File: src/rtl/reset_seq_pkg.sv
// reset_seq_pkg
// Shared types and constants for the staged reset sequencer.
//   state_t    : sequencer FSM states
//   DEF_*      : default parameter values
//   cnt_width(): bit width needed for the shared stage counter
package reset_seq_pkg;

   typedef enum logic [1:0] {
      ASSERT   = 2'd0,
      RELEASE  = 2'd1,
      WAIT_RDY = 2'd2,
      RUN      = 2'd3
   } state_t;

   localparam int DEF_NUM_DOMAINS    = 3;
   localparam int DEF_ASSERT_CYCLES  = 8;
   localparam int DEF_HOLD_CYCLES    = 4;
   localparam int DEF_TIMEOUT_CYCLES = 64;

   // The counter must reach (largest period - 1) and is never allowed to wrap.
   function automatic int cnt_width(input int assert_c, input int hold_c, input int timeout_c);
      int m;
      m = assert_c;
      if (hold_c > m) m = hold_c;
      if (timeout_c > m) m = timeout_c;
      return (m <= 2) ? 1 : $clog2(m);
   endfunction

endpackage

File: src/rtl/seq_counter.sv
// seq_counter
// Loadable up-counter with clear and a terminal-match flag.
//   clk, reset   : clock, synchronous active-high reset (clears count)
//   clr_i        : clear to zero (highest priority after reset)
//   load_i       : load load_val_i
//   inc_i        : increment by one
//   load_val_i   : value loaded when load_i is high
//   term_i       : terminal value to compare against
//   term_o       : high while the current count equals term_i
module seq_counter #(
   parameter int W = 4
) (
   input  logic         clk,
   input  logic         reset,
   input  logic         clr_i,
   input  logic         load_i,
   input  logic         inc_i,
   input  logic [W-1:0] load_val_i,
   input  logic [W-1:0] term_i,
   output logic         term_o
);

   localparam logic [W-1:0] ONE = W'(1);

   logic [W-1:0] cnt_q;
   logic [W-1:0] cnt_d;

   always_comb begin
      cnt_d = cnt_q;
      if (clr_i) begin
         cnt_d = '0;
      end else if (load_i) begin
         cnt_d = load_val_i;
      end else if (inc_i) begin
         cnt_d = cnt_q + ONE;
      end
   end

   always_ff @(posedge clk) begin
      if (reset) begin
         cnt_q <= '0;
      end else begin
         cnt_q <= cnt_d;
      end
   end

   assign term_o = (cnt_q == term_i);

endmodule

File: src/rtl/reset_sequencer.sv
// reset_sequencer
// Holds every downstream domain in reset for ASSERT_CYCLES, then releases the
// domains one at a time in index order, waiting for each domain's ready
// handshake before moving on. A ready that never arrives flags a sticky error
// and restarts the whole sequence.
//   clk, reset    : clock, synchronous active-high system reset
//   soft_rst_i    : soft restart request (re-asserts all domain resets)
//   ready_i[k]    : domain k finished initialising after its reset released
//   rst_o[k]      : per-domain active-high reset, registered
//   busy_o        : high whenever the sequencer is not in RUN
//   done_o        : one-cycle pulse on entry to RUN
//   err_o         : sticky ready-timeout flag, cleared only by reset
//   dbg_state_o   : current FSM state
//
// Handshake: ready_i[idx] is only looked at while in WAIT_RDY for the domain
// currently being released; it is a level, sampled on every WAIT_RDY edge,
// and other ready bits are ignored.
module reset_sequencer
   import reset_seq_pkg::*;
#(
   parameter int NUM_DOMAINS    = DEF_NUM_DOMAINS,
   parameter int ASSERT_CYCLES  = DEF_ASSERT_CYCLES,
   parameter int HOLD_CYCLES    = DEF_HOLD_CYCLES,
   parameter int TIMEOUT_CYCLES = DEF_TIMEOUT_CYCLES
) (
   input  logic                   clk,
   input  logic                   reset,
   input  logic                   soft_rst_i,
   input  logic [NUM_DOMAINS-1:0] ready_i,
   output logic [NUM_DOMAINS-1:0] rst_o,
   output logic                   busy_o,
   output logic                   done_o,
   output logic                   err_o,
   output state_t                 dbg_state_o
);

   localparam int CW = cnt_width(ASSERT_CYCLES, HOLD_CYCLES, TIMEOUT_CYCLES);
   localparam int IW = (NUM_DOMAINS > 1) ? $clog2(NUM_DOMAINS) : 1;

   localparam logic [CW-1:0] ASSERT_TERM  = CW'(ASSERT_CYCLES - 1);
   localparam logic [CW-1:0] HOLD_TERM    = CW'(HOLD_CYCLES - 1);
   localparam logic [CW-1:0] TIMEOUT_TERM = CW'(TIMEOUT_CYCLES - 1);
   localparam logic [IW-1:0] LAST_IDX     = IW'(NUM_DOMAINS - 1);
   localparam logic [IW-1:0] IDX_ONE      = IW'(1);

   state_t                 state_q, state_d;
   logic [IW-1:0]          idx_q, idx_d;
   logic [NUM_DOMAINS-1:0] rst_q, rst_d;
   logic                   busy_q, busy_d;
   logic                   done_q, done_d;
   logic                   err_q, err_d;

   logic                   cnt_clr;
   logic                   cnt_inc;
   logic                   cnt_term;
   logic [CW-1:0]          cnt_term_val;

   // One counter serves all timed states; its terminal value follows the state.
   always_comb begin
      cnt_term_val = ASSERT_TERM;
      case (state_q)
         ASSERT:   cnt_term_val = ASSERT_TERM;
         RELEASE:  cnt_term_val = HOLD_TERM;
         WAIT_RDY: cnt_term_val = TIMEOUT_TERM;
         default:  cnt_term_val = ASSERT_TERM;
      endcase
   end

   seq_counter #(
      .W (CW)
   ) u_cnt (
      .clk        (clk),
      .reset      (reset),
      .clr_i      (cnt_clr),
      .load_i     (1'b0),
      .inc_i      (cnt_inc),
      .load_val_i ({CW{1'b0}}),
      .term_i     (cnt_term_val),
      .term_o     (cnt_term)
   );

   always_comb begin
      state_d = state_q;
      idx_d   = idx_q;
      rst_d   = rst_q;
      done_d  = 1'b0;
      err_d   = err_q;
      cnt_clr = 1'b0;
      cnt_inc = 1'b0;

      if (soft_rst_i) begin
         // Held high, this keeps re-entering ASSERT with a cleared count.
         state_d = ASSERT;
         idx_d   = '0;
         rst_d   = '1;
         cnt_clr = 1'b1;
      end else begin
         case (state_q)
            ASSERT: begin
               rst_d = '1;
               if (cnt_term) begin
                  state_d = RELEASE;
                  idx_d   = '0;
                  cnt_clr = 1'b1;
               end else begin
                  cnt_inc = 1'b1;
               end
            end
            RELEASE: begin
               if (cnt_term) begin
                  rst_d[idx_q] = 1'b0;
                  state_d      = WAIT_RDY;
                  cnt_clr      = 1'b1;
               end else begin
                  cnt_inc = 1'b1;
               end
            end
            WAIT_RDY: begin
               if (ready_i[idx_q]) begin
                  cnt_clr = 1'b1;
                  if (idx_q == LAST_IDX) begin
                     state_d = RUN;
                     done_d  = 1'b1;
                  end else begin
                     idx_d   = idx_q + IDX_ONE;
                     state_d = RELEASE;
                  end
               end else if (cnt_term) begin
                  // Domain never came up: flag it and retry the full sequence.
                  err_d   = 1'b1;
                  state_d = ASSERT;
                  idx_d   = '0;
                  rst_d   = '1;
                  cnt_clr = 1'b1;
               end else begin
                  cnt_inc = 1'b1;
               end
            end
            RUN: begin
               rst_d = '0;
            end
            default: begin
               state_d = ASSERT;
               idx_d   = '0;
               rst_d   = '1;
               cnt_clr = 1'b1;
            end
         endcase
      end

      busy_d = (state_d != RUN);
   end

   always_ff @(posedge clk) begin
      if (reset) begin
         state_q <= ASSERT;
         idx_q   <= '0;
         rst_q   <= '1;
         busy_q  <= 1'b1;
         done_q  <= 1'b0;
         err_q   <= 1'b0;
      end else begin
         state_q <= state_d;
         idx_q   <= idx_d;
         rst_q   <= rst_d;
         busy_q  <= busy_d;
         done_q  <= done_d;
         err_q   <= err_d;
      end
   end

   assign rst_o       = rst_q;
   assign busy_o      = busy_q;
   assign done_o      = done_q;
   assign err_o       = err_q;
   assign dbg_state_o = state_q;

endmodule

File: config.mk
export PLATFORM = sky130hd
export DESIGN_NAME = reset_sequencer
export DESIGN_NICKNAME = d
export VERILOG_FILES = /design/src/rtl/reset_seq_pkg.sv /design/src/rtl/seq_counter.sv /design/src/rtl/reset_sequencer.sv
export SDC_FILE = /design/constraint.sdc
export NUM_CORES = 1
export LEC_CHECK = 0
export BUFFER_PORTS_ARGS = -buffer_cell sky130_fd_sc_hd__clkbuf_2
export CORE_MARGIN = 8
export CORE_UTILIZATION = 40
export DETAILED_ROUTE_END_ITERATION = 6
export SLEW_MARGIN = 20
export SYNTH_ARGS = -nofsm -noshare
export SYNTH_HDL_FRONTEND = slang
export SYNTH_HIERARCHICAL = 1
export SYNTH_SLANG_ARGS = --single-unit
File: constraint.sdc
create_clock -name clk -period 3.5 [get_ports clk]
set_input_delay 0.175 -clock clk [delete_from_list [all_inputs] [get_ports clk]]
set_output_delay 0.175 -clock clk [all_outputs]
set_load 0.005 [all_outputs]
# ---- Word level (Yosys, flattened, before mapping)
# Index checks and enable logic that the tools add are counted.
dict set report op_classes {
  n_eq_ne 10
  reduce_logical 10
  addsub 2
  order_cmp 2
  bitwise_logic 5
  n_mux 29
}
# cell count
set op_table {}
lappend op_table {{2-to-1 mux 2 bit} 9}
lappend op_table {{case mux 3 bit (4 select lines)} 1}
lappend op_table {{case mux 6 bit (2 select lines)} 1}
lappend op_table {{2-to-1 mux 1 bit} 9}
lappend op_table {{2-to-1 mux 3 bit} 3}
lappend op_table {{!= test 2 bit, second input constant} 4}
lappend op_table {{adder 6 x 1 -> 6 bit, second input constant} 1}
lappend op_table {{== test 2 bit, second input constant} 3}
lappend op_table {{== test 6 bit} 1}
lappend op_table {{case mux 2 bit (3 select lines)} 1}
lappend op_table {{OR reduction 2 bit} 3}
lappend op_table {{case mux 1 bit (2 select lines)} 2}
lappend op_table {{case mux 2 bit (2 select lines)} 1}
lappend op_table {{AND reduction 4 bit} 1}
lappend op_table {{OR reduction 4 bit} 1}
lappend op_table {{AND 3 bit} 1}
lappend op_table {{less-than comparator 2 x 3 -> 1 bit, second input constant} 1}
lappend op_table {{!= test 3 bit, second input constant} 1}
lappend op_table {{NOT 1 bit} 3}
lappend op_table {{NOT 3 bit} 1}
lappend op_table {{AND reduction 3 bit} 1}
lappend op_table {{adder 2 x 1 -> 2 bit, second input constant} 1}
lappend op_table {{binary-select mux 1 bit (select 2 bit)} 1}
lappend op_table {{demux 1 bit (select 2 bit)} 1}
lappend op_table {{other kinds (6)} 6}
dict set report totals {
  regBits 16
}

# ---- Longest topological paths before layout
# Gate-level depths: netlist (run 1).
dict set report logic_depth {
  word_depth 8
  ltp_mapped 12
}

# ---- By module
# The synthesis (run 1) kept the hierarchy.
# module area_each_um2 instances cells_per_inst
set modules_own_cells {}
lappend modules_own_cells {reset_sequencer 599.3 1 78}
lappend modules_own_cells {seq_counter 366.6 1 42}

# ---- Least setup slack after synthesis (run 1)
# No wires, ideal clock.
dict set report synth_path {
  path_kind {reg-to-reg}
  from {register state_q[0] (netlist: dbg_state_o[0])}
  to {register u_cnt.cnt_q[5]}
  path_buffers 1
  required_time_ps 3426
  arrival_time_ps 2379
  setup_time_ps 74
  path_stages_with_launch 11
  slack_ps 1046
  cell_sequence {dfxtp_1 -> clkbuf_1 -> nand2b_1 -> inv_1 -> xnor2_1 -> nand4_1 -> nor3_1 -> nor3_1 -> nand4_2 -> or3_1 -> a31oi_1}
}
# item line_no
set synth_lines {}
lappend synth_lines {{start, declared} reset_sequencer.sv:46} ;# state_t state_q, state_d;
lappend synth_lines {{start signal, assigned} reset_sequencer.sv:163} ;# state_q <= state_d;
lappend synth_lines {{== test 2 bit / == test 2 x 1 -> 1 bit (equally long branches)} reset_sequencer.sv:61} ;# case (state_q)
lappend synth_lines {{case mux 6 bit (2 select lines) *} reset_sequencer.sv:61}
lappend synth_lines {{via cnt_term_val[3]} reset_sequencer.sv:56} ;# logic [CW-1:0] cnt_term_val;
lappend synth_lines {{== test 6 bit *} seq_counter.sv:47} ;# assign term_o = (cnt_q == term_i);
lappend synth_lines {{via cnt_term} reset_sequencer.sv:55} ;# logic cnt_term;
lappend synth_lines {{2-to-1 mux 1 bit *} {reset_sequencer.sv:101, reset_sequencer.sv:110, reset_sequencer.sv:128}}
lappend synth_lines {{2-to-1 mux 1 bit} reset_sequencer.sv:119} ;# if (ready_i[idx_q]) begin
lappend synth_lines {{case mux 1 bit (2 select lines) *} reset_sequencer.sv:98} ;# case (state_q)
lappend synth_lines {{2-to-1 mux 1 bit *} reset_sequencer.sv:91} ;# if (soft_rst_i) begin
lappend synth_lines {{via cnt_inc} reset_sequencer.sv:54} ;# logic cnt_inc;
lappend synth_lines {{end signal, assigned} seq_counter.sv:43} ;# cnt_q <= cnt_d;
lappend synth_lines {{end, declared} seq_counter.sv:25} ;# logic [W-1:0] cnt_q;
# The timed path passes the listed nets; every way through them passes the cells marked *.
# A chain may end at the register's enable or synchronous reset.

# ---- Worst setup path after layout (run 1)
dict set report layout_path {
  from {register state_q[1] (netlist: dbg_state_o[1])}
  to {register u_cnt.cnt_q[5]}
}
# Same word-level chain as after synthesis.

==> results of run 1 <==
==> kinds of logic after synthesis <==
family	after synthesis	share of synthesized area, %
fa+ha+maj	4	5.18
compound gates	36	24.5
buf+inv	15	5.96
mux	2	2.46
other cells	2	0.777
xor+xnor	10	9.07
flops	16	33.2
simple gates	35	18.9
==> metrics by stage <==
stage	total power, W	hold slack [ps]	setup slack [ps]
floorplan	0.000215	244	1050
global placement	0.000224	407	825
detailed placement	0.000224	412	714
CTS	0.000351	90.8	668
global route	0.000363	96.5	371
finish	0.000348	90.1	666
==> worst reg2reg max path: cells and delay by family (launching register included) <==
family	cells	cell delay, ps
and+or+nand+nor	5	1560
AOI/OAI and AO/OA	1	160
DFF	1	650
xor gates and xnor gates	1	170
buffers and inverters	1	230
==> state kept, by name (all words and copies together), names as in the netlist <==
| register | count |
|---|---|
| u_cnt/cnt_q | 6 |
| rst_o | 3 |
| dbg_state_o | 2 |
| idx_q | 2 |
| busy_o | 1 |
| done_o | 1 |
| err_o | 1 |
==> routing by layer <==
metal,vias up,global-route usage (%),routed length (um)
met5,-,0,0
met4,0,3.00,10
met3,2,4.25,146
met2,17,17.9,1020
met1,395,13.1,970
li1,459,-,-
==> final timing paths <==
| kind | start | endpoint | slack (ps) | cells after the start |
|---|---|---|---|---|
| min | reset | u_cnt/cnt_q[2]$_SDFFE_PP0P_ | 90 | 2 |
| min reg2reg | err_o$_SDFFE_PP0P_ | err_o$_SDFFE_PP0P_ | 460 | 2 |
| max | dbg_state_o[1]$_SDFF_PP0_ | u_cnt/cnt_q[5]$_SDFFE_PP0P_ | 670 | 8 |
| max reg2reg | dbg_state_o[1]$_SDFF_PP0_ | u_cnt/cnt_q[5]$_SDFFE_PP0P_ | 670 | 8 |
==> cells in the final DEF, fill, tap and decap left out, types with 5 or more instances in the layout <==
cell type                  instances
sky130_fd_sc_hd__o21ai_1           5
sky130_fd_sc_hd__nand2_1           7
sky130_fd_sc_hd__o21ai_0           7
sky130_fd_sc_hd__xnor2_1           5
sky130_fd_sc_hd__dfxtp_1          16
sky130_fd_sc_hd__nor2_1            8
sky130_fd_sc_hd__clkbuf_2         13
sky130_fd_sc_hd__a21oi_1           8
sky130_fd_sc_hd__conb_1           13
sky130_fd_sc_hd__xor2_1            5
sky130_fd_sc_hd__inv_1            11
==> area by class of cell <==
type	count	area, um2
Fill cell	265	1260
Sequential cell	16	320
Inverter	11	41.3
Timing Repair Buffer	13	65.1
Tap cell	30	37.5
Clock buffer	4	36.3
Multi-Input combinational cell	100	629
==> power by group <==
part	total (W)	switching, W	internal [W]
clock	0.000128	0.0000642	0.0000634
sequential	0.000190	0.00000443	0.000185
combinational	0.0000312	0.0000182	0.0000129
total	0.000348	0.0000868	0.000262
==> impl_table.tex, run 1 <==
\begin{tabular}{lr}
\hline
Metric & Value \\
\hline
\multicolumn{2}{l}{\textbf{Synthesis}} \\
\quad Cell Area, Synth & 966 um2 \\
\quad Cell type contributing the most total cell area after synthesis & sky130\_fd\_sc\_hd\_\_dfxtp\_1 \\
\quad Most common cell in the synthesized netlist & sky130\_fd\_sc\_hd\_\_dfxtp\_1 \\
\quad Flip-flop and latch count after synthesis & 16 \\
\quad Most numerous cell types in the synthesized netlist & sky130\_fd\_sc\_hd\_\_dfxtp\_1 (16), sky130\_fd\_sc\_hd\_\_inv\_1 (11), sky130\_fd\_sc\_hd\_\_a21oi\_1 (8), sky130\_fd\_sc\_hd\_\_nor2\_1 (8) \\
\quad Synth cell types & 35 \\
\quad Asr flop ratio synth & 0\% \\
\quad Top post-synthesis cells by area & sky130\_fd\_sc\_hd\_\_dfxtp\_1 (33\%), sky130\_fd\_sc\_hd\_\_ha\_1 (5.2\%), sky130\_fd\_sc\_hd\_\_xnor2\_1 (4.5\%), sky130\_fd\_sc\_hd\_\_xor2\_1 (4.5\%), sky130\_fd\_sc\_hd\_\_inv\_1 (4.3\%) \\
\quad Sequential area share after synthesis & 33.2\% \\
\quad Most common flop cell mapped by yosys & sky130\_fd\_sc\_hd\_\_dfxtp\_1 \\
\quad Post-synthesis area per instance & 8.05 um2 \\
\quad Synth warn & 6 \\
\quad Synth Instances & 120 \\
\quad EDFF count, synth & 0 \\
\quad Area share of the largest cell type after synthesis & 33.2\% \\
\multicolumn{2}{l}{\textbf{Flow run}} \\
\quad Max-capacitance violation count & 0 \\
\multicolumn{2}{l}{\textbf{Worst setup path}} \\
\quad CP cell instances & nand2b\_1, inv\_1, xor2\_1, nor3\_1, nor3\_1, nand4\_2, or3\_1, a31oi\_1 \\
\quad CP endpoint kind & flop \\
\quad CP delay by family, top & simple AND/OR/NAND/NOR gates \\
\quad Cell with the largest stage delay on the worst path & sky130\_fd\_sc\_hd\_\_dfxtp\_1 \\
\quad Slowest Stage Delay on Critical Path & 650 ps \\
\quad Worst Setup Start Kind & flop \\
\quad Worst path bufs/invs & 1 \\
\quad Data required time of the critical path & 3730 ps \\
\quad Dominant cell type by count on the critical path & sky130\_fd\_sc\_hd\_\_nor3\_1 \\
\quad Critical path start-end classification & reg -> reg \\
\quad Peak fanout along the critical path & 16 \\
\quad Arrival time of the worst setup path & 3060 ps \\
\multicolumn{2}{l}{\textbf{CTS}} \\
\quad Clock-pin slew on the worst setup and hold paths & 100 ps \\
\quad Number of hold buffers added after cts & 0 \\
\quad Clock Path Buffers & 2 \\
\quad Insertion delay of the later-clocked pin in the worst-skew pair & 290 ps \\
\quad Cell at the root of the clock tree & sky130\_fd\_sc\_hd\_\_clkbuf\_4 \\
\quad Clock buffer count from CTS & 3 \\
\quad Post-CTS Resized & 0 \\
\quad CTS tree & yes \\
\quad Maximum level of the CTS H-tree & 1 \\
\quad Number of buffers inserted to repair setup after CTS & 0 \\
\quad Number of sinks driven by the clock tree & 16 \\
\multicolumn{2}{l}{\textbf{Finish}} \\
\quad Nets & 155 \\
\quad Utilization of the core after routing & 47.3\% \\
\quad Final instance area & 1130 um2 \\
\quad Non-filler instance count after layout & 174 \\
\quad Antenna diodes & 0 \\
\quad Area added between synthesis and finish & 17.0\% \\
\quad Ratio of cells with drive above 1 in the final layout & 14.6\% \\
\multicolumn{2}{l}{\textbf{Global routing}} \\
\quad Antenna violations before repair & 0 \\
\quad Vias in the first global route & 867 \\
\quad Maximum number of pins on one net before global-route repair & 17 \\
\quad Overflow after GRT & 0 \\
\quad Wire length of the first global-routing pass & 3790 um \\
\quad GRT Total Usage & 10.9\% \\
\multicolumn{2}{l}{\textbf{Floorplan}} \\
\quad Full die area & 4240 um2 \\
\quad Initial Utilization & 40.5\% \\
\quad Number of ports placed on the die boundary & 14 \\
\quad Area of the placeable core & 2390 um2 \\
\quad Vertical die dimension & 65.1 um \\
\quad Horiz. Die Dim & 65.1 um \\
\quad Row count & 18 \\
\multicolumn{2}{l}{\textbf{Hold path}} \\
\quad Min-Delay Path Class & in -> reg \\
\multicolumn{2}{l}{\textbf{Drt}} \\
\quad Number of nets with antenna violations after routing & 0 \\
\quad Router iterations before antenna repair & 4 \\
\quad Detail-routed net length per standard cell & 12.4 um \\
\quad Residual DRC count & 0 \\
\quad Average vias per placed instance & 5.02 \\
\quad Number of vias after detailed routing & 873 \\
\quad Drt first-iter violations & 39 \\
\quad Aggregate routed wire length & 2150 um \\
\multicolumn{2}{l}{\textbf{STA}} \\
\quad Fin. Hold Viols & 0 \\
\quad Transition at the pin with the smallest max-transition slack & 680 ps \\
\quad Fin crit share & 81.0\% \\
\quad Tmin final & 2830 ps \\
\quad Maximum clock skew at final layout & 5.15 ps \\
\quad Number of failing setup endpoints in the final timing report & 0 \\
\quad Max-slew violation count & 0 \\
\quad Final sum of negative setup slack & 0 ps \\
\quad Highest clock frequency the design can meet & 353 MHz \\
\quad RSZ-0062 raised after global routing & no \\
\quad Slew HR & 54.3\% \\
\multicolumn{2}{l}{\textbf{Power}} \\
\quad Peak supply drop & 277 uV \\
\quad Static leakage & 0.490 nW \\
\quad Total power density per cell area & 308 nW/um2 \\
\multicolumn{2}{l}{\textbf{Placed design}} \\
\quad HPWL after detailed placement & 1700 um \\
\quad Instance area after placement & 1090 um2 \\
\quad IO buf count & 13 \\
\quad GPL Wtd Cong & 0.903 \\
\quad Post-Place Cells & 170 \\
\multicolumn{2}{l}{\textbf{Outcome}} \\
\quad Outcome & finished clean \\
\hline
\end{tabular}
(Power assumes the default switching activity.)
==> run 2: changes to the inputs <==
Clock period 3.5 ns to 2.3 ns, I/O delays scaled along.
==> run 2 against run 1 <==
Global-route usage up 0.40 points. Via count rose by 3.3%. Cell count grew 3.4%. First-iteration DRC count is 33% lower. Highest routed layer unchanged. Count of clock-buffer cells in the layout did not move. Setup slack got worse by 410 ps. Total power is 54% higher. Die area did not move. Critical endpoint unchanged. Flip-flop and latch count unchanged. Combinational power grew 73%. Sequential power increased by 52%.
==> impl_table.tex, run 2 (synthesis gave the netlist of run 1 again) <==
\begin{tabular}{lr}
\hline
Metric & Value \\
\hline
\multicolumn{2}{l}{\textbf{CTS}} \\
\quad Cell at the root of the clock tree & sky130\_fd\_sc\_hd\_\_clkbuf\_4 \\
\quad Clock buffer count from CTS & 3 (unchanged) \\
\quad Maximum level of the CTS H-tree & 1 (unchanged) \\
\quad Clock Path Buffers & 2 (unchanged) \\
\quad Clock-pin slew on the worst setup and hold paths & 110 ps (about the same) \\
\quad Insertion delay of the later-clocked pin in the worst-skew pair & 290 ps (about the same) \\
\quad Number of hold buffers added after cts & 0 (unchanged) \\
\quad Number of sinks driven by the clock tree & 16 (unchanged) \\
\quad Post-CTS Resized & 0 (unchanged) \\
\quad Number of buffers inserted to repair setup after CTS & 0 (unchanged) \\
\quad CTS tree & yes \\
\multicolumn{2}{l}{\textbf{Worst setup path}} \\
\quad Critical path start-end classification & reg -> reg \\
\quad Endpoint of the worst-slack reg-to-reg timing path & u\_cnt/cnt\_q[5]\$\_SDFFE\_PP0P\_ \\
\quad Data required time of the critical path & 2520 ps (-1210 ps) \\
\quad Peak fanout along the critical path & 5 (-11) \\
\quad Slowest Stage Delay on Critical Path & 320 ps (-330 ps) \\
\quad Dominant cell type by count on the critical path & sky130\_fd\_sc\_hd\_\_inv\_1 \\
\quad Count of cell instances traversed by the critical path & 11 (+3) \\
\quad Worst path bufs/invs & 2 (+1) \\
\quad CP cell instances & nand2b\_1, inv\_1, xnor2\_1, nand4\_1, nor3\_2, inv\_1, o311ai\_1, a21o\_1, nor2\_1, o21ai\_0, a31oi\_1 \\
\quad Worst Setup Start Kind & flop \\
\quad Length in cells of the worst reg-to-reg path & 11 (+3) \\
\quad Origin of the critical flop-to-flop path & dbg\_state\_o[0]\$\_SDFF\_PP0\_ \\
\quad Source of the critical timing path & dbg\_state\_o[0]\$\_SDFF\_PP0\_ \\
\quad Worst setup path endpoint & u\_cnt/cnt\_q[5]\$\_SDFFE\_PP0P\_ \\
\quad CP endpoint kind & flop \\
\quad Cell with the largest stage delay on the worst path & sky130\_fd\_sc\_hd\_\_dfxtp\_1 \\
\quad Arrival time of the worst setup path & 2270 ps (-790 ps) \\
\quad CP delay by family, top & compound AO/OA/AOI/OAI gates \\
\quad Setup slack, reg-to-reg & 250 ps (-410 ps) \\
\multicolumn{2}{l}{\textbf{STA}} \\
\quad Fin crit share & 89.1\% (+8.1 points) \\
\quad Max-slew violation count & 0 (unchanged) \\
\quad RSZ-0062 raised after global routing & no \\
\quad Fin. Hold Viols & 0 (unchanged) \\
\quad Tmin final & 2050 ps (-785 ps) \\
\quad Number of failing setup endpoints in the final timing report & 0 (unchanged) \\
\quad Transition at the pin with the smallest max-transition slack & 608 ps (-72.2 ps) \\
\quad Highest clock frequency the design can meet & 488 MHz (+38\%) \\
\quad Slew HR & 59.3\% (+5.0 points) \\
\quad Final sum of negative setup slack & 0 ps (unchanged) \\
\quad Maximum clock skew at final layout & 9.22 ps (+4.07 ps) \\
\multicolumn{2}{l}{\textbf{Drt}} \\
\quad Average vias per placed instance & 5.01 (-0.12\%) \\
\quad Drt first-iter violations & 26 (-33\%) \\
\quad Number of vias after detailed routing & 902 (+3.3\%) \\
\quad Aggregate routed wire length & 2340 um (+8.7\%) \\
\quad Router iterations before antenna repair & 4 (unchanged) \\
\quad Residual DRC count & 0 (unchanged) \\
\quad Detail-routed net length per standard cell & 13.0 um (+5.1\%) \\
\quad Number of nets with antenna violations after routing & 0 (unchanged) \\
\multicolumn{2}{l}{\textbf{Hold path}} \\
\quad Min-Delay Path Class & in -> reg \\
\multicolumn{2}{l}{\textbf{Global routing}} \\
\quad Maximum number of pins on one net before global-route repair & 15 (-2) \\
\quad Overflow after GRT & 0 (unchanged) \\
\quad Vias in the first global route & 895 (+3.2\%) \\
\quad Wire length of the first global-routing pass & 3910 um (+3.1\%) \\
\quad GRT Total Usage & 11.3\% (+0.40 points) \\
\quad Antenna violations before repair & 0 (unchanged) \\
\multicolumn{2}{l}{\textbf{Finish}} \\
\quad Largest register by flop count & u\_cnt/cnt\_q \\
\quad Most used cells in the layout excluding fill and tap cells & sky130\_fd\_sc\_hd\_\_dfxtp\_1 (16), sky130\_fd\_sc\_hd\_\_clkbuf\_2 (13), sky130\_fd\_sc\_hd\_\_conb\_1 (13) \\
\quad Ratio of cells with drive above 1 in the final layout & 19.3\% (+4.7 points) \\
\quad Largest register FFs & 6 (unchanged) \\
\quad Non-filler instance count after layout & 180 (+3.4\%) \\
\quad Most common cell after layout, fill and taps aside & sky130\_fd\_sc\_hd\_\_dfxtp\_1 \\
\quad Area added between synthesis and finish & 22.7\% \\
\quad Number of filler instances in the final layout & 260 (-1.9\%) \\
\quad Antenna diodes & 0 (unchanged) \\
\quad Nets & 161 (+3.9\%) \\
\multicolumn{2}{l}{\textbf{Power}} \\
\quad Static leakage & 0.522 nW (+6.5\%) \\
\quad Peak supply drop & 284 uV (+2.8\%) \\
\quad Total power density per cell area & 452 nW/um2 (+47\%) \\
\multicolumn{2}{l}{\textbf{Floorplan}} \\
\quad Number of ports placed on the die boundary & 14 (unchanged) \\
\quad Full die area & 4240 um2 (unchanged) \\
\quad Row count & 18 (unchanged) \\
\quad Horiz. Die Dim & 65.1 um (unchanged) \\
\quad Vertical die dimension & 65.1 um (unchanged) \\
\quad Initial Utilization & 40.5\% (unchanged) \\
\quad Area of the placeable core & 2390 um2 (unchanged) \\
\multicolumn{2}{l}{\textbf{Placed design}} \\
\quad IO buf count & 13 (unchanged) \\
\quad Post-Place Cells & 176 (+3.5\%) \\
\quad GPL Wtd Cong & 0.883 (-2.2\%) \\
\quad HPWL after detailed placement & 1800 um (+6.1\%) \\
\multicolumn{2}{l}{\textbf{Outcome}} \\
\quad Outcome & finished clean \\
\multicolumn{2}{l}{\textbf{Flow run}} \\
\quad Max-capacitance violation count & 0 (unchanged) \\
\hline
\end{tabular}
-- run 2: cell types whose count changed in the layout (fill, tap and decap cells not counted) --
| cell | previous run | this run |
|---|---|---|
| sky130_fd_sc_hd__buf_4 | 0 | 6 |
| sky130_fd_sc_hd__nor3_1 | 3 | 1 |
| sky130_fd_sc_hd__nor3_2 | 0 | 2 |
-- run 2: through the flow --
stage	utilization, %	instance area, um2	setup WS [ps]	total power [W]	hold slack, ps
finish	49.6	1180	251	0.000536	38.2
global placement	48.1	1150	374	0.000347	345
CTS	49.6	1180	259	0.000539	35.3
global route	49.6	1180	65.9	0.000561	31.3
floorplan	-	1020	36.1	0.000329	184
detailed placement	48.1	1150	297	0.000348	350
-- run 2: routing by layer --
layer,up-vias,global-route usage [%],share of wire [%]
met3,6,2.55,4.2
met1,413,13.3,47
met4,0,4.90,1.8
met2,13,19.4,47
met5,-,0,0
li1,470,-,-
-- run 2: how the worst min path moves through the flow --
stage	start	end	depth (start not counted)
finish	reset	u_cnt/cnt_q[2]$_SDFFE_PP0P_	2
global placement	reset	u_cnt/cnt_q[2]$_SDFFE_PP0P_	2
global route	reset	err_o$_SDFFE_PP0P_	2
detailed placement	reset	u_cnt/cnt_q[2]$_SDFFE_PP0P_	2
floorplan	reset	u_cnt/cnt_q[2]$_SDFFE_PP0P_	1
CTS	reset	u_cnt/cnt_q[2]$_SDFFE_PP0P_	2
-- run 2: cell type report --
| class | instances | area [um2] | share of cell area, % |
|---|---|---|---|
| Timing Repair Buffer | 19 | 110 | 9.29 |
| Inverter | 11 | 41.3 | 3.48 |
| Tap cell | 30 | 37.5 | 3.17 |
| Multi-Input combinational cell | 100 | 639 | 54.0 |
| Sequential cell | 16 | 320 | 27.0 |
| Clock buffer | 4 | 36.3 | 3.06 |
-- run 2: power by group --
part / switching, W / leakage, nW / internal (W)
logic: 0.0000309 / 0.371 / 0.0000232
clock network: 0.0000965 / 0.0210 / 0.0000964
registers: 0.00000722 / 0.130 / 0.000282
==> run 3: changes to the inputs <==
Settings changed: MAX_ROUTING_LAYER set to met4, REMOVE_ABC_BUFFERS set to 1.
==> run 3 against run 2 <==
Cell count decreased by 0.56%. Final area down 0.95%. Combinational power down 0.7%. Flip-flop and latch count is the same. Critical path depth decreased by 3. Highest routed layer unchanged. Sequential share of layout area is 0.26 points higher. Sequential power hardly changed. Critical path type unchanged. Wire length is 11% lower. Die area unchanged. Maximum frequency down 2.4%. Clock skew decreased by 0.96 ps.
==> impl_table.tex, run 3 (synthesis gave the netlist of run 1 again) <==
\begin{tabular}{lr}
\hline
Metric & Value \\
\hline
\multicolumn{2}{l}{\textbf{Outcome}} \\
\quad Outcome & finished clean \\
\multicolumn{2}{l}{\textbf{Placed design}} \\
\quad IO buf count & 13 (unchanged) \\
\quad Setup Slack @ Placement & 172 ps (-125 ps) \\
\quad HPWL after detailed placement & 1650 um (-8.5\%) \\
\quad GPL Wtd Cong & 0.878 (-0.60\%) \\
\quad Post-Place Cells & 176 (unchanged) \\
\quad Instance area after placement & 1140 um2 (-0.87\%) \\
\multicolumn{2}{l}{\textbf{Worst setup path}} \\
\quad Worst path bufs/invs & 1 (-1) \\
\quad CP delay by family, top & simple AND/OR/NAND/NOR gates \\
\quad Arrival time of the worst setup path & 2310 ps (+40 ps) \\
\quad Worst Setup Start Kind & flop \\
\quad CP cell instances & nand2b\_1, inv\_1, xor2\_1, nor3\_2, nor3\_2, nand4\_2, or3\_1, a31oi\_1 \\
\quad Peak fanout along the critical path & 6 (+1) \\
\quad Dominant cell type by count on the critical path & sky130\_fd\_sc\_hd\_\_nor3\_2 \\
\quad CP endpoint kind & flop \\
\quad Critical path start-end classification & reg -> reg \\
\quad Cell with the largest stage delay on the worst path & sky130\_fd\_sc\_hd\_\_dfxtp\_1 \\
\quad Slowest Stage Delay on Critical Path & 420 ps (+100 ps) \\
\quad Data required time of the critical path & 2510 ps (about the same) \\
\multicolumn{2}{l}{\textbf{Power}} \\
\quad Peak supply drop & 294 uV (+3.5\%) \\
\quad Total power density per cell area & 416 nW/um2 (-8.0\%) \\
\quad Static leakage & 0.516 nW (-1.1\%) \\
\multicolumn{2}{l}{\textbf{STA}} \\
\quad RSZ-0062 raised after global routing & no \\
\quad Tmin final & 2100 ps (+51.0 ps) \\
\quad Fin crit share & 91.3\% (+2.2 points) \\
\quad Highest clock frequency the design can meet & 476 MHz (-2.4\%) \\
\quad Slew HR & 58.7\% (-0.61 points) \\
\quad Transition at the pin with the smallest max-transition slack & 617 ps (+9.11 ps) \\
\quad Maximum clock skew at final layout & 8.26 ps (-0.963 ps) \\
\quad Max-slew violation count & 0 (unchanged) \\
\quad Fin. Hold Viols & 0 (unchanged) \\
\quad Crit path setup slack, layout & 200 ps (-51.0 ps) \\
\quad Number of failing setup endpoints in the final timing report & 0 (unchanged) \\
\multicolumn{2}{l}{\textbf{Finish}} \\
\quad Nets & 161 (unchanged) \\
\quad Area added between synthesis and finish & 21.5\% \\
\quad Ratio of cells with drive above 1 in the final layout & 19.5\% (+0.13 points) \\
\quad Non-filler instance count after layout & 179 (-0.56\%) \\
\quad Most common cell after layout, fill and taps aside & sky130\_fd\_sc\_hd\_\_dfxtp\_1 \\
\quad Antenna diodes & 0 (unchanged) \\
\quad Largest register by flop count & u\_cnt/cnt\_q \\
\quad Most used cells in the layout excluding fill and tap cells & sky130\_fd\_sc\_hd\_\_dfxtp\_1 (16), sky130\_fd\_sc\_hd\_\_clkbuf\_2 (13), sky130\_fd\_sc\_hd\_\_conb\_1 (13) \\
\quad Number of filler instances in the final layout & 249 (-4.2\%) \\
\quad Utilization of the core after routing & 49.2\% (-0.47 points) \\
\quad Largest register FFs & 6 (unchanged) \\
\quad Final instance area & 1170 um2 (-0.95\%) \\
\multicolumn{2}{l}{\textbf{Floorplan}} \\
\quad Vertical die dimension & 65.1 um (unchanged) \\
\quad Full die area & 4240 um2 (unchanged) \\
\quad Row count & 18 (unchanged) \\
\quad Initial Utilization & 40.5\% (unchanged) \\
\quad Number of ports placed on the die boundary & 14 (unchanged) \\
\quad Horiz. Die Dim & 65.1 um (unchanged) \\
\quad Area of the placeable core & 2390 um2 (unchanged) \\
\multicolumn{2}{l}{\textbf{Drt}} \\
\quad Router iterations before antenna repair & 4 (unchanged) \\
\quad Aggregate routed wire length & 2090 um (-11\%) \\
\quad Average vias per placed instance & 5.07 (+1.2\%) \\
\quad Drt first-iter violations & 49 (+88\%) \\
\quad Detail-routed net length per standard cell & 11.7 um (-10\%) \\
\quad Residual DRC count & 0 (unchanged) \\
\quad Number of nets with antenna violations after routing & 0 (unchanged) \\
\quad Number of vias after detailed routing & 908 (+0.67\%) \\
\multicolumn{2}{l}{\textbf{CTS}} \\
\quad Clock-pin slew on the worst setup and hold paths & 90 ps (-20 ps) \\
\quad Insertion delay of the later-clocked pin in the worst-skew pair & 290 ps (about the same) \\
\quad Maximum level of the CTS H-tree & 1 (unchanged) \\
\quad Clock buffer count from CTS & 3 (unchanged) \\
\quad Number of buffers inserted to repair setup after CTS & 0 (unchanged) \\
\quad Clock Path Buffers & 2 (unchanged) \\
\quad Number of sinks driven by the clock tree & 16 (unchanged) \\
\quad Number of hold buffers added after cts & 0 (unchanged) \\
\quad Cell at the root of the clock tree & sky130\_fd\_sc\_hd\_\_clkbuf\_4 \\
\quad CTS tree & yes \\
\multicolumn{2}{l}{\textbf{Flow run}} \\
\quad Max-capacitance violation count & 0 (unchanged) \\
\multicolumn{2}{l}{\textbf{Global routing}} \\
\quad Wire length of the first global-routing pass & 3660 um (-6.4\%) \\
\quad Overflow after GRT & 0 (unchanged) \\
\quad GRT Total Usage & 11.0\% (-0.33 points) \\
\quad Vias in the first global route & 826 (-7.7\%) \\
\quad Maximum number of pins on one net before global-route repair & 12 (-3) \\
\quad Antenna violations before repair & 0 (unchanged) \\
\multicolumn{2}{l}{\textbf{Hold path}} \\
\quad Min-Delay Path Class & in -> reg \\
\hline
\end{tabular}
run 3: cell count changes in the layout (fill, tap and decap cells not counted), sizes merged:
cell | before | now
clkbuf | 17 | 16
run 3: worst paths after layout:
kind,start,endpoint,depth (start not counted),slack [ps]
worst min-delay path,reset,u_cnt/cnt_q[2]$_SDFFE_PP0P_,2,70
worst min register to register,err_o$_SDFFE_PP0P_,err_o$_SDFFE_PP0P_,2,450
worst max-delay path,dbg_state_o[1]$_SDFF_PP0_,u_cnt/cnt_q[5]$_SDFFE_PP0P_,8,200
worst max register to register,dbg_state_o[1]$_SDFF_PP0_,u_cnt/cnt_q[5]$_SDFFE_PP0P_,8,200
run 3: worst reg2reg max path, cell delays in order (launching register included):
cell	delay (ps)
sky130_fd_sc_hd__dfxtp_1	420
sky130_fd_sc_hd__nand2b_1	150
sky130_fd_sc_hd__inv_1	190
sky130_fd_sc_hd__xor2_1	190
sky130_fd_sc_hd__nor3_2	80
sky130_fd_sc_hd__nor3_2	270
sky130_fd_sc_hd__nand4_2	160
sky130_fd_sc_hd__or3_1	380
sky130_fd_sc_hd__a31oi_1	170
run 3: final cells by class:
type,instances,area (um2),area share (%)
Multi-Input combinational cell,100,642,54.7
Sequential cell,16,320,27.3
Timing Repair Buffer,19,110,9.38
Inverter,11,41.3,3.52
Tap cell,30,37.5,3.20
Clock buffer,3,22.5,1.92
run 3: per-layer routing:
layer / global-route usage, % / part of all wire (%)
met1: 12.3 / 42
met2: 18.1 / 51
met3: 3.57 / 6.7
met4: 3.81 / 1.1
met5: - / 0
run 3: report_power, final:
group	total, W	leakage (nW)	switching (W)	internal, W
registers	0.000288	0.130	0.00000590	0.000282
logic	0.0000536	0.373	0.0000303	0.0000232
clock network	0.000147	0.0138	0.0000863	0.0000608
run 3: repair_timing:
item | 4_1_cts | 5_1_grt
setup endpoints to repair | 0 | 6
resized for setup | 0 | 3
endpoints found under the hold margin | 0 | 0
run 3: metrics by stage:
stage | hold slack (ps) | TNS (ps) | power, W
finish | 66.9 | 0 | 0.000488
global route | 67.4 | 0 | 0.000514
CTS | 54.7 | 0 | 0.000489
detailed placement | 360 | 0 | 0.000345
global placement | 358 | 0 | 0.000345
floorplan | 184 | -181 | 0.000328
